**src/rtl/note_sequencer.sv**
```systemverilog
// note_sequencer: FIFO-buffered melody player driving the speaker driver's 8-bit note code.
// Define NOTE_SEQ_GAP_EN to compile in a silent GAP state of GAP_TICKS ticks after every note.
module note_sequencer #(
    parameter int DEPTH     = 16,
    parameter int TICK_DIV  = 1000000,
    parameter int GAP_TICKS = 2
) (
    input  logic                   CLK,
    input  logic                   RST,
    input  logic                   WR,
    input  logic [15:0]            WR_DATA,
    input  logic                   STOP,
    output logic [7:0]             NOTE,
    output logic                   BUSY,
    output logic                   EMPTY,
    output logic                   FULL,
    output logic [$clog2(DEPTH):0] COUNT,
    output logic                   OVF
);
    localparam int AW = $clog2(DEPTH);
    localparam int CW = AW + 1;
    localparam int PW = (TICK_DIV > 1) ? $clog2(TICK_DIV) : 1;
    localparam logic [PW-1:0] PRESC_LAST = PW'(TICK_DIV - 1);
    localparam logic [CW-1:0] COUNT_FULL = CW'(DEPTH);

    localparam logic [1:0] S_IDLE = 2'd0;
    localparam logic [1:0] S_PLAY = 2'd1;
`ifdef NOTE_SEQ_GAP_EN
    localparam logic [1:0] S_GAP  = 2'd2;
    localparam bit         GAP_ON = (GAP_TICKS > 0);
    localparam logic [8:0] GAP_LOAD = 9'(GAP_TICKS);
`else
    // Without the gap feature GAP_TICKS has no effect.
    localparam bit         GAP_ON = 1'b0 & (GAP_TICKS != 0);
`endif

    logic [15:0]   mem_q [DEPTH];
    logic [AW-1:0] wr_ptr_q, wr_ptr_d;
    logic [AW-1:0] rd_ptr_q, rd_ptr_d;
    logic [CW-1:0] count_q, count_d;
    logic          empty_q, empty_d;
    logic          full_q, full_d;
    logic          ovf_q, ovf_d;

    logic [1:0]    state_q, state_d;
    logic [7:0]    note_q, note_d;
    logic          busy_q, busy_d;
    logic [PW-1:0] presc_q, presc_d;
    logic [8:0]    rem_q, rem_d;
`ifdef NOTE_SEQ_GAP_EN
    logic [8:0]    gap_q, gap_d;
`endif

    logic          push;
    logic          pop;
    logic          do_load;
    logic          wrap;
    logic [15:0]   head;
    logic [8:0]    head_ticks;

    assign head       = mem_q[rd_ptr_q];
    assign head_ticks = (head[7:0] == 8'h00) ? 9'd256 : {1'b0, head[7:0]};
    assign push       = WR && !full_q && !STOP;
    assign wrap       = (presc_q == PRESC_LAST);

    always_comb begin
        wr_ptr_d = wr_ptr_q;
        rd_ptr_d = rd_ptr_q;
        count_d  = count_q;
        ovf_d    = ovf_q;
        if (STOP) begin
            wr_ptr_d = '0;
            rd_ptr_d = '0;
            count_d  = '0;
            ovf_d    = 1'b0;
        end else begin
            wr_ptr_d = wr_ptr_q + AW'(push);
            rd_ptr_d = rd_ptr_q + AW'(pop);
            count_d  = count_q + CW'(push) - CW'(pop);
            if (WR && full_q) begin
                ovf_d = 1'b1;
            end
        end
        empty_d = (count_d == '0);
        full_d  = (count_d == COUNT_FULL);
    end

    always_comb begin
        state_d = state_q;
        note_d  = note_q;
        busy_d  = busy_q;
        presc_d = presc_q;
        rem_d   = rem_q;
        do_load = 1'b0;
`ifdef NOTE_SEQ_GAP_EN
        gap_d   = gap_q;
`endif
        case (state_q)
            S_PLAY: begin
                presc_d = wrap ? '0 : presc_q + PW'(1);
                if (wrap) begin
                    if (rem_q == 9'd1) begin
                        if (GAP_ON) begin
`ifdef NOTE_SEQ_GAP_EN
                            state_d = S_GAP;
                            note_d  = 8'h00;
                            gap_d   = GAP_LOAD;
`endif
                        end else if (!empty_q) begin
                            do_load = 1'b1;
                        end else begin
                            state_d = S_IDLE;
                            note_d  = 8'h00;
                            busy_d  = 1'b0;
                        end
                    end else begin
                        rem_d = rem_q - 9'd1;
                    end
                end
            end
`ifdef NOTE_SEQ_GAP_EN
            S_GAP: begin
                presc_d = wrap ? '0 : presc_q + PW'(1);
                if (wrap) begin
                    if (gap_q == 9'd1) begin
                        if (!empty_q) begin
                            do_load = 1'b1;
                        end else begin
                            state_d = S_IDLE;
                            busy_d  = 1'b0;
                        end
                    end else begin
                        gap_d = gap_q - 9'd1;
                    end
                end
            end
`endif
            default: begin
                note_d  = 8'h00;
                busy_d  = 1'b0;
                presc_d = '0;
                rem_d   = '0;
                if (!empty_q) begin
                    do_load = 1'b1;
                end
            end
        endcase

        if (do_load) begin
            state_d = S_PLAY;
            note_d  = head[15:8];
            busy_d  = 1'b1;
            presc_d = '0;
            rem_d   = head_ticks;
        end

        // STOP overrides any load or count decided above.
        pop = do_load && !STOP;
        if (STOP) begin
            state_d = S_IDLE;
            note_d  = 8'h00;
            busy_d  = 1'b0;
            presc_d = '0;
            rem_d   = '0;
`ifdef NOTE_SEQ_GAP_EN
            gap_d   = '0;
`endif
        end
    end

    always_ff @(posedge CLK) begin
        if (RST) begin
            wr_ptr_q <= '0;
            rd_ptr_q <= '0;
            count_q  <= '0;
            empty_q  <= 1'b1;
            full_q   <= 1'b0;
            ovf_q    <= 1'b0;
            state_q  <= S_IDLE;
            note_q   <= 8'h00;
            busy_q   <= 1'b0;
            presc_q  <= '0;
            rem_q    <= '0;
`ifdef NOTE_SEQ_GAP_EN
            gap_q    <= '0;
`endif
        end else begin
            wr_ptr_q <= wr_ptr_d;
            rd_ptr_q <= rd_ptr_d;
            count_q  <= count_d;
            empty_q  <= empty_d;
            full_q   <= full_d;
            ovf_q    <= ovf_d;
            state_q  <= state_d;
            note_q   <= note_d;
            busy_q   <= busy_d;
            presc_q  <= presc_d;
            rem_q    <= rem_d;
`ifdef NOTE_SEQ_GAP_EN
            gap_q    <= gap_d;
`endif
        end
    end

    always_ff @(posedge CLK) begin
        if (push && !RST) begin
            mem_q[wr_ptr_q] <= WR_DATA;
        end
    end

    assign NOTE  = note_q;
    assign BUSY  = busy_q;
    assign EMPTY = empty_q;
    assign FULL  = full_q;
    assign COUNT = count_q;
    assign OVF   = ovf_q;

endmodule

```
**config.mk**
```make
export PLATFORM = sky130hd
export DESIGN_NAME = note_sequencer
export DESIGN_NICKNAME = d
export VERILOG_FILES = /design/src/rtl/note_sequencer.sv
export SDC_FILE = /design/constraint.sdc
export NUM_CORES = 1
export LEC_CHECK = 0
export CAP_MARGIN = 15
export CORE_UTILIZATION = 65
export CTS_BUF_LIST = sky130_fd_sc_hd__clkbuf_8
export DETAILED_ROUTE_END_ITERATION = 10
export DONT_BUFFER_PORTS = 1
export GPL_ROUTABILITY_DRIVEN = 0
export MAX_ROUTING_LAYER = met4
export PLACE_DENSITY = 0.81
export SETUP_SLACK_MARGIN = 0.15
export SLEW_MARGIN = 20
export SYNTH_ARGS = -nofsm -noshare
export SYNTH_HDL_FRONTEND = slang
export SYNTH_SLANG_ARGS = --single-unit
```
**constraint.sdc**
```tcl
create_clock -name CLK -period 5.5 [get_ports CLK]
set_input_delay 1.1 -clock CLK [delete_from_list [all_inputs] [get_ports CLK]]
set_output_delay 1.1 -clock CLK [all_outputs]
set_load 0.005 [all_outputs]
```
; ---- Word level (Yosys, flattened, before mapping)
; Memory sizes are Yosys's and may differ from the RTL's. A register that Yosys moved wholly into a read port is not among the register bits.
; Cells that the tools add are included.
[word_totals]
in_bits = 20
regBits = 55
rom_bits = 0
ram_bits = 256
out_inout_bits = 17
latchBits = 0
wordCells = 73
n_memories = 1
[classes]
shifts = 0
n_eq_ne = 7
muxes = 28
addsub = 6
div_mod_pow = 0
magnitude_cmp = 0
mul = 0
bitwise = 1
n_reduce_logical = 19
[memory_table]
columns = name, words, word_bits, read_ports, rd_ports_with_merged_regs, write_ports, line
row1 = mem_q, 16, 16, 1, 1, 1, 37  ; logic [15:0] mem_q [DEPTH];
[ops]
columns = operator, n
row1 = 9-bit 2-to-1 mux, 5
row2 = 8-bit 2-to-1 mux, 5
row3 = "20-bit by 1-bit adder with 20-bit output, second input constant", 1
row4 = "20-bit == test, second input constant", 1
row5 = 1-bit 2-to-1 mux, 16
row6 = "3-bit != test, second input constant", 4
row7 = "9-bit by 1-bit == test with 1-bit output, second input constant", 1
row8 = "9-bit by 1-bit subtractor with 9-bit output, second input constant", 1
row9 = 4-bit by 1-bit adder with 4-bit output, 2
row10 = 8-bit zero test, 1
row11 = 2-bit nonzero test, 4
row12 = 5-bit by 1-bit adder with 5-bit output, 1
row13 = "5-bit == test, second input constant", 1
row14 = 1-bit logical AND, 5
row15 = 5-bit zero test, 1
row16 = 5-bit 2-to-1 mux, 1
row17 = 5-bit OR reduction, 1
row18 = 5-bit by 1-bit subtractor with 5-bit output, 1
row19 = 4-bit 2-to-1 mux, 1
row20 = 4-bit AND reduction, 1
row21 = 1-bit zero test, 3
row22 = 3-bit AND reduction, 1
row23 = 2-bit AND reduction, 1
row24 = 2-bit OR reduction, 1
row25 = 1-bit NOT, 1

; ---- Logic depth before layout (Yosys ltp)
; Gate-level depths: netlist of the first run.
[logic_depth]
depth_word = 8
ltp_mapped = 16
mapped_depth_nobuf = 16

; ---- Worst setup path before layout of the first run
; Ideal clock, no wire load.
[synth_path]
kind = input-to-reg
start = input STOP
end = memory mem_q[0][0], enable pin
setup_slack_ps = 2094
required_ps = 5091
arrival_ps = 2997
path_stages = 4
setup_ps = 409
path_cell_list = nor2_1 > nand2_1 > or3_1 > nor3_1
[synth_between]
elab_chain_len = 5
[synth_rtl]
columns = item, line
row1 = start: declaration, 12  ; input logic STOP,
row2 = 1-bit zero test, 63  ; assign push = WR && !full_q && !STOP;
row3 = 1-bit logical AND, 63
row4 = 1-bit logical AND, 206  ; if (push && !RST) begin
row5 = 1-bit 2-to-1 mux, 206
row6 = 1-bit 2-to-1 mux (not written as such), 207  ; mem_q[wr_ptr_q] <= WR_DATA;
row7 = end: declaration, 37
; Every way passes these cells.

; ---- Final worst setup path of the first run
[layout_path]
start = register presc_q[11]
end = register full_q (netlist: FULL)
[layout_between]
elab_chain_len = 7
[layout_rtl]
columns = item, line
row1 = start: declaration, 48  ; logic [PW-1:0] presc_q, presc_d;
row2 = start signal: assignment, 197  ; presc_q <= presc_d;
row3 = 20-bit == test, 64  ; assign wrap = (presc_q == PRESC_LAST);
row4 = 1-bit 2-to-1 mux, 101  ; if (wrap) begin
row5 = 1-bit 2-to-1 mux, 98  ; case (state_q)
row6 = 1-bit logical AND, 158  ; pop = do_load && !STOP;
row7 = 5-bit by 1-bit subtractor with 5-bit output, 79  ; count_d = count_q + CW'(push) - CW'(pop);
row8 = 5-bit 2-to-1 mux, 71  ; if (STOP) begin
row9 = 5-bit == test, 85  ; full_d = (count_d == COUNT_FULL);
row10 = end signal: assignment, 192  ; full_q <= full_d;
row11 = end: declaration, 42  ; logic full_q, full_d;
; Every way passes these cells.
; A chain may end at the register's enable or synchronous reset.

==> impl_metrics.ini, run 1 <==
[run_status]
status = finished, final reports clean

[drt]
dr.pass1.iters = 5
route.detailed.drc = 0
vias_per_cell = 6.635
drt_iter0_markers = 814
vias = 6821
wirelength_um = 26210
final_antenna_net_count = 0
wire_per_inst_um = 25.50

[place]
placed_area_um2 = 12700
pre_cts_ws_ps = 1605
numPortBuffers = 0
dpl.hpwl_um = 15420

[finish]
drive_above_1_share = 0.2229
n_antenna_cell = 0
fin_nets = 791
final_area_um2 = 13660
area_delta_synth_final_pct = 10.72

[flow_run]
drv_cap = 0

[setup_path]
path_delay_family = simple AND/OR/NAND/NOR gates
cp-end-kind = flop
slowest_delay_ps = 570
cp.arrival_ps = 4430
cp_slowest_cell = or4_4
path_buf_inv = 2
path_cells = or4b_1 > or4_4 > o31a_4 > nor2_4 > xnor2_1 > nor2_1 > ha_1 > inv_1 > fa_1 > inv_1 > a21o_1 > a21oi_1 > xnor2_1 > nor4bb_1
cp.required_ps = 5950
startpoint_type = flop
worstPathMaxFanout = 14
crit_type = reg -> reg

[global_route]
antenna_found_initial = 0
grt_overflow_total = 0
grt_pass1_wl_um = 40090
grt_use_total = 0.2907
grt_pass1_vias = 6870
grt_max_degree = 44

[floorplan]
initial_utilization = 0.6615
die_w_um = 139.7
die_h_um = 139.7
fp.dieArea_um2 = 19530
io_pins = 37
core_um2 = 18640
rows = 50

[yosys]
ys_seq_area_frac = 0.7126
synthSimpleGateAreaFrac = 0.06462
synth_cell_types = 50
synth.area.mux_share = 0.1252
synth_nets = 752
synthAdderAreaFrac = 0.01177
ys.flop_type = edfxtp_1
synth-seq-cells = 311
synth-edff-count = 256
syn_inst = 721
synth_warnings = 0
synthArstFlopShare = 0
synth.avg_cell_area_um2 = 17.11
synth_top_family_by_area = multiplexers
synth_compound_area_frac = 0.04657
synth_xor_area_frac = 0.02272
synthesis.area_um2 = 12330

[cts]
clk_pin_slew_ps = 60
htreeDepth = 2
clock_latency_ps = 570
ctsResizeCount = 0
clk_path_buf_depth = 3
postCtsSetupRepairBufs = 0
cts_buffers = 49
cts-hold-fix-buffers = 0
cts.sinks = 311
tritoncts = yes
cts_root_buffer = clkbuf_8

[power]
clkPwrFrac = 0.381
powerDensity_nw_per_um2 = 367.6
p_leak_nw = 4.316
p_int_mw = 3.840
fin_total_pwr_mw = 5.019
switching_share = 0.2349
power.share.sequential = 0.532
ir_drop_mv = 0.2206
p_sw_mw = 1.179
combinationalPowerShare = 0.086

[min_path]
hold_class = reg -> reg

[timing]
slew_headroom = 0.3910
fmax_mhz = 251.7
fin_crit_sh = 0.7224
slew_viol_final = 0
skew_ps = 28.28
finalSetupViolations = 0
min_period_ps = 3973
rsz0062_at_grt = false
worst_pin_slew_ps = 913.5
hold_viol = 0
fin_setup_tns_ps = 0
setup_slack_ps = 1527
==> power by group through the flow <==
stage	Combinational [mW]	Sequential, mW	Clock, mW
finish	0.434	2.67	1.91
global route	0.467	2.68	2.03
CTS	0.429	2.67	1.93
detailed placement	0.423	2.72	0
global placement	0.401	2.72	0
floorplan	0.396	2.65	0
==> per-stage QoR <==
| stage | hold WS [ps] | util | cells |
|---|---|---|---|
| 5_1_grt | 466.5 | 0.7325 | 1028 |
| 3_5_place_dp | 436.3 | 0.6811 | 943 |
| 2_1_floorplan | 412.9 | - | 721 |
| 4_1_cts | 444.2 | 0.7322 | 1028 |
| 3_3_place_gp | 422.0 | 0.6811 | 943 |
| 6_report | 447.3 | 0.7325 | 1028 |
==> path summary, 6_finish.rpt <==
check             slack (ps)   startpoint          to  cells after the start
setup / recovery        1530  presc_q[11]        FULL                     14
hold / removal           450   presc_q[0]  presc_q[0]                      1
setup reg to reg        1530  presc_q[11]        FULL                     14
hold reg to reg          450   presc_q[0]  presc_q[0]                      1
==> sequential cells by signal, summed over array words and instances (netlist names), 4 cells and up <==
signal / count
COUNT: 5
NOTE: 8
presc_q: 20
mem_q: 256
rd_ptr_q: 4
rem_q: 9
wr_ptr_q: 4
==> cells in the final DEF, fill, tap and decap left out, types with 4 or more instances in the layout <==
cell / Yosys / final
a211oi_1: 13 / 13
a21oi_1: 23 / 23
a22oi_1: 20 / 20
and2_1: 6 / 6
and3_1: 4 / 4
buf_4: 3 / 22
bufinv_16: 0 / 4
clkbuf_8: 0 / 50
clkinv_1: 0 / 9
clkinv_2: 0 / 8
dfxtp_1: 55 / 53
edfxtp_1: 256 / 256
ha_1: 10 / 10
inv_1: 14 / 24
mux2i_1: 8 / 8
mux4_2: 65 / 65
nand2_1: 28 / 28
nand3_1: 5 / 5
nand4_1: 5 / 5
nor2_1: 62 / 50
nor2_2: 0 / 11
nor2b_1: 14 / 14
nor3_2: 0 / 4
nor4_1: 4 / 4
o21ai_0: 12 / 12
o22ai_1: 6 / 6
or3_1: 4 / 4
xnor2_1: 19 / 19
xor2_1: 13 / 13
==> cell type report <==
cell class                 count  area, um^2
clock inverter                35       264.0
fill                        1094        4987
tap                          234       292.8
clock buffer                  50       688.2
multi-input combinational    361        3396
inverter                      15       56.30
timing repair buffer          22       165.2
sequential                   311        8793
==> synth_stat cells (2+ instances only) <==
master / instances / area share
edfxtp_1: 256 / 0.62
mux4_2: 65 / 0.12
nor2_1: 62 / 0.019
dfxtp_1: 55 / 0.089
nand2_1: 28 / 0.0085
a21oi_1: 23 / 0.0093
clkbuf_1: 23 / 0.0070
a22oi_1: 20 / 0.012
xnor2_1: 19 / 0.013
inv_1: 14 / 0.0043
nor2b_1: 14 / 0.0071
a211oi_1: 13 / 0.0079
xor2_1: 13 / 0.0092
o21ai_0: 12 / 0.0049
ha_1: 10 / 0.010
mux2i_1: 8 / 0.0065
buf_2: 7 / 0.0028
nor3_1: 7 / 0.0028
and2_1: 6 / 0.0030
o22ai_1: 6 / 0.0030
nand3_1: 5 / 0.0020
nand4_1: 5 / 0.0025
and3_1: 4 / 0.0020
nor4_1: 4 / 0.0020
or3_1: 4 / 0.0020
and4_1: 3 / 0.0021
buf_4: 3 / 0.0018
or4_1: 3 / 0.0018
a21o_1: 2 / 0.0012
and4b_1: 2 / 0.0016
nand2b_1: 2 / 0.0010
nand4b_1: 2 / 0.0014
o211ai_1: 2 / 0.0012
o221ai_1: 2 / 0.0014
or4_4: 2 / 0.0018
==> cell families after synthesis <==
kind of cell,after synthesis
flip-flops,311
buffers and inverters,49
XOR/XNOR,32
AO/OA/AOI/OAI,87
multiplexers,73
adder cells (fa/ha/maj),11
AND/OR/NAND/NOR,158
==> routing by layer <==
layer,vias to the layer above,global-route usage,share of wire
met5,-,-,0
met4,0,0.1313,0.045
met3,99,0.06091,0.094
met2,394,0.4429,0.48
met1,3411,0.3825,0.38
li1,2917,-,-
No activity file was read; power rests on OpenSTA's default activity.
==> run 2: changes to the inputs <==
==> constraint.sdc (replaced) <==
create_clock -name CLK -period 3.8 [get_ports CLK]
set_input_delay 0.76 -clock CLK [delete_from_list [all_inputs] [get_ports CLK]]
set_output_delay 0.76 -clock CLK [all_outputs]
set_load 0.005 [all_outputs]
==> impl_metrics.ini, run 2 (same netlist as run 1, synthesis figures left out) <==
[cts]
tritoncts = yes
htreeDepth = 2
clk_path_buf_depth = 3
cts_buffers = 47
cts_root_buffer = clkbuf_8
clock_latency_ps = 560
clk_pin_slew_ps = 60
cts-hold-fix-buffers = 0
cts.sinks = 311

[power]
ir_drop_mv = 0.2878
powerDensity_nw_per_um2 = 521.3
fin_total_pwr_mw = 7.184
combinationalPowerShare = 0.098
p_sw_mw = 1.674
power.share.sequential = 0.535
p_int_mw = 5.509
p_leak_nw = 4.413
clkPwrFrac = 0.367
switching_share = 0.2331

[finish]
drive_above_1_share = 0.2425
top_register = mem_q
fillerInstances = 1061
multi_input_area_um2 = 3438
largestRegisters = mem_q x256, presc_q x20, rem_q x9
final_area_um2 = 13780
most-common-layout-cells = 256 x edfxtp_1, 65 x mux4_2, 56 x clkbuf_8
fin_nets = 798
seq_area_um2 = 8798
n_antenna_cell = 0
area_delta_synth_final_pct = 11.74
final_common_cell = edfxtp_1
largest_reg_flops = 256

[timing]
fin_crit_sh = 0.9718
worst_pin_slew_ps = 856.6
finalSetupViolations = 0
fmax_mhz = 270.8
slew_viol_final = 0
fin_setup_tns_ps = 0
min_period_ps = 3693
skew_ps = 17.34
rsz0062_at_grt = true
slew_headroom = 0.4289
hold_viol = 0

[drt]
vias = 6850
final_antenna_net_count = 0
route.detailed.drc = 0
dr.pass1.iters = 6
wirelength_um = 25630
vias_per_cell = 6.599
drt_iter0_markers = 617
wire_per_inst_um = 24.69

[floorplan]
initial_utilization = 0.6615
core_um2 = 18640
io_pins = 37
die_h_um = 139.7
die_w_um = 139.7
fp.dieArea_um2 = 19530
rows = 50

[global_route]
grt_pass1_vias = 7173
grt_max_degree = 30
antenna_found_initial = 0
grt_pass1_wl_um = 39540
grt_overflow_total = 0
grt_use_total = 0.2847

[setup_path]
startpoint_type = flop
crit_type = reg -> reg
path_cells = or4_1 > or4_4 > o31a_4 > or4_4 > ha_4 > a21o_1 > a21oi_2 > xor2_1 > and4b_1 > nor4bb_4
slowest_delay_ps = 550
reg2reg_slack_ps = 110
worstSetupPathDepth = 10
worstRegToRegCells = 10
cp.arrival_ps = 4170
cp-end-kind = flop
cp_slowest_cell = or4_4
cp.required_ps = 4270
worstPathMaxFanout = 4
path_common_cell = or4_4
path_delay_family = simple AND/OR/NAND/NOR gates
path_buf_inv = 0

[min_path]
hold_class = in -> reg
holdPathStages = 1

[place]
placed_area_um2 = 12770
numPortBuffers = 0
dpl.hpwl_um = 15360

[flow_run]
drv_cap = 0

[run_status]
status = finished, final reports clean
run 2: what timing repair did:
action | 4_1_cts | 5_1_grt
endpoints found under the hold margin | 0 | 0
resized for setup | 0 | 13
buffers inserted | 0 | 4
setup endpoints to repair | 0 | 3
run 2: metrics by stage:
step,std cells,hold WS (ps),setup WS (ps),utilization
floorplan,721,412.9,407.5,-
global placement,948,420.6,295.0,0.6852
detailed placement,948,447.2,177.8,0.6852
CTS,1034,246.6,175.4,0.7348
global route,1038,248.9,39.87,0.7392
finish,1038,266.4,107.1,0.7392
run 2: path summary, 6_finish.rpt:
path	from	end
max	presc_q[10]	FULL
min	STOP	FULL
max reg2reg	presc_q[10]	FULL
min reg2reg	presc_q[0]	presc_q[0]
run 2: final cells by class:
class / count / share of cell area
Clock inverter: 30 / 0.01117
Timing Repair Buffer: 31 / 0.01961
Tap cell: 234 / 0.02125
Multi-Input combinational cell: 361 / 0.2495
Clock buffer: 56 / 0.05593
Inverter: 15 / 0.004086
Sequential cell: 311 / 0.6385
run 2: power groups by stage:
| stage | clock network, mW | logic, mW | registers [mW] |
|---|---|---|---|
| detailed placement | 0 | 0.657 | 3.91 |
| global placement | 0 | 0.624 | 3.91 |
| CTS | 2.67 | 0.661 | 3.84 |
| floorplan | 0 | 0.573 | 3.84 |
| global route | 2.82 | 0.756 | 3.85 |
| finish | 2.64 | 0.707 | 3.84 |
run 2: metal layers:
metal  global-route usage  vias to the layer above  share of wire
met2               0.4476                      357           0.48
met4               0.1168                        0          0.031
met3              0.05850                       74          0.091
met1               0.3669                     3483           0.39
met5                    -                        -              0
li1                     -                     2936              -
==> run 3: changes to the inputs <==
--- a/config.mk
+++ b/config.mk
@@ -5,7 +5,6 @@
 export SDC_FILE = /design/constraint.sdc
 export NUM_CORES = 1
 export LEC_CHECK = 0
-export CAP_MARGIN = 15
 export CORE_UTILIZATION = 65
 export CTS_BUF_LIST = sky130_fd_sc_hd__clkbuf_8
 export DETAILED_ROUTE_END_ITERATION = 10
==> results of run 3 <==
The final DEF is identical to that of run 2; final timing and power are the same.
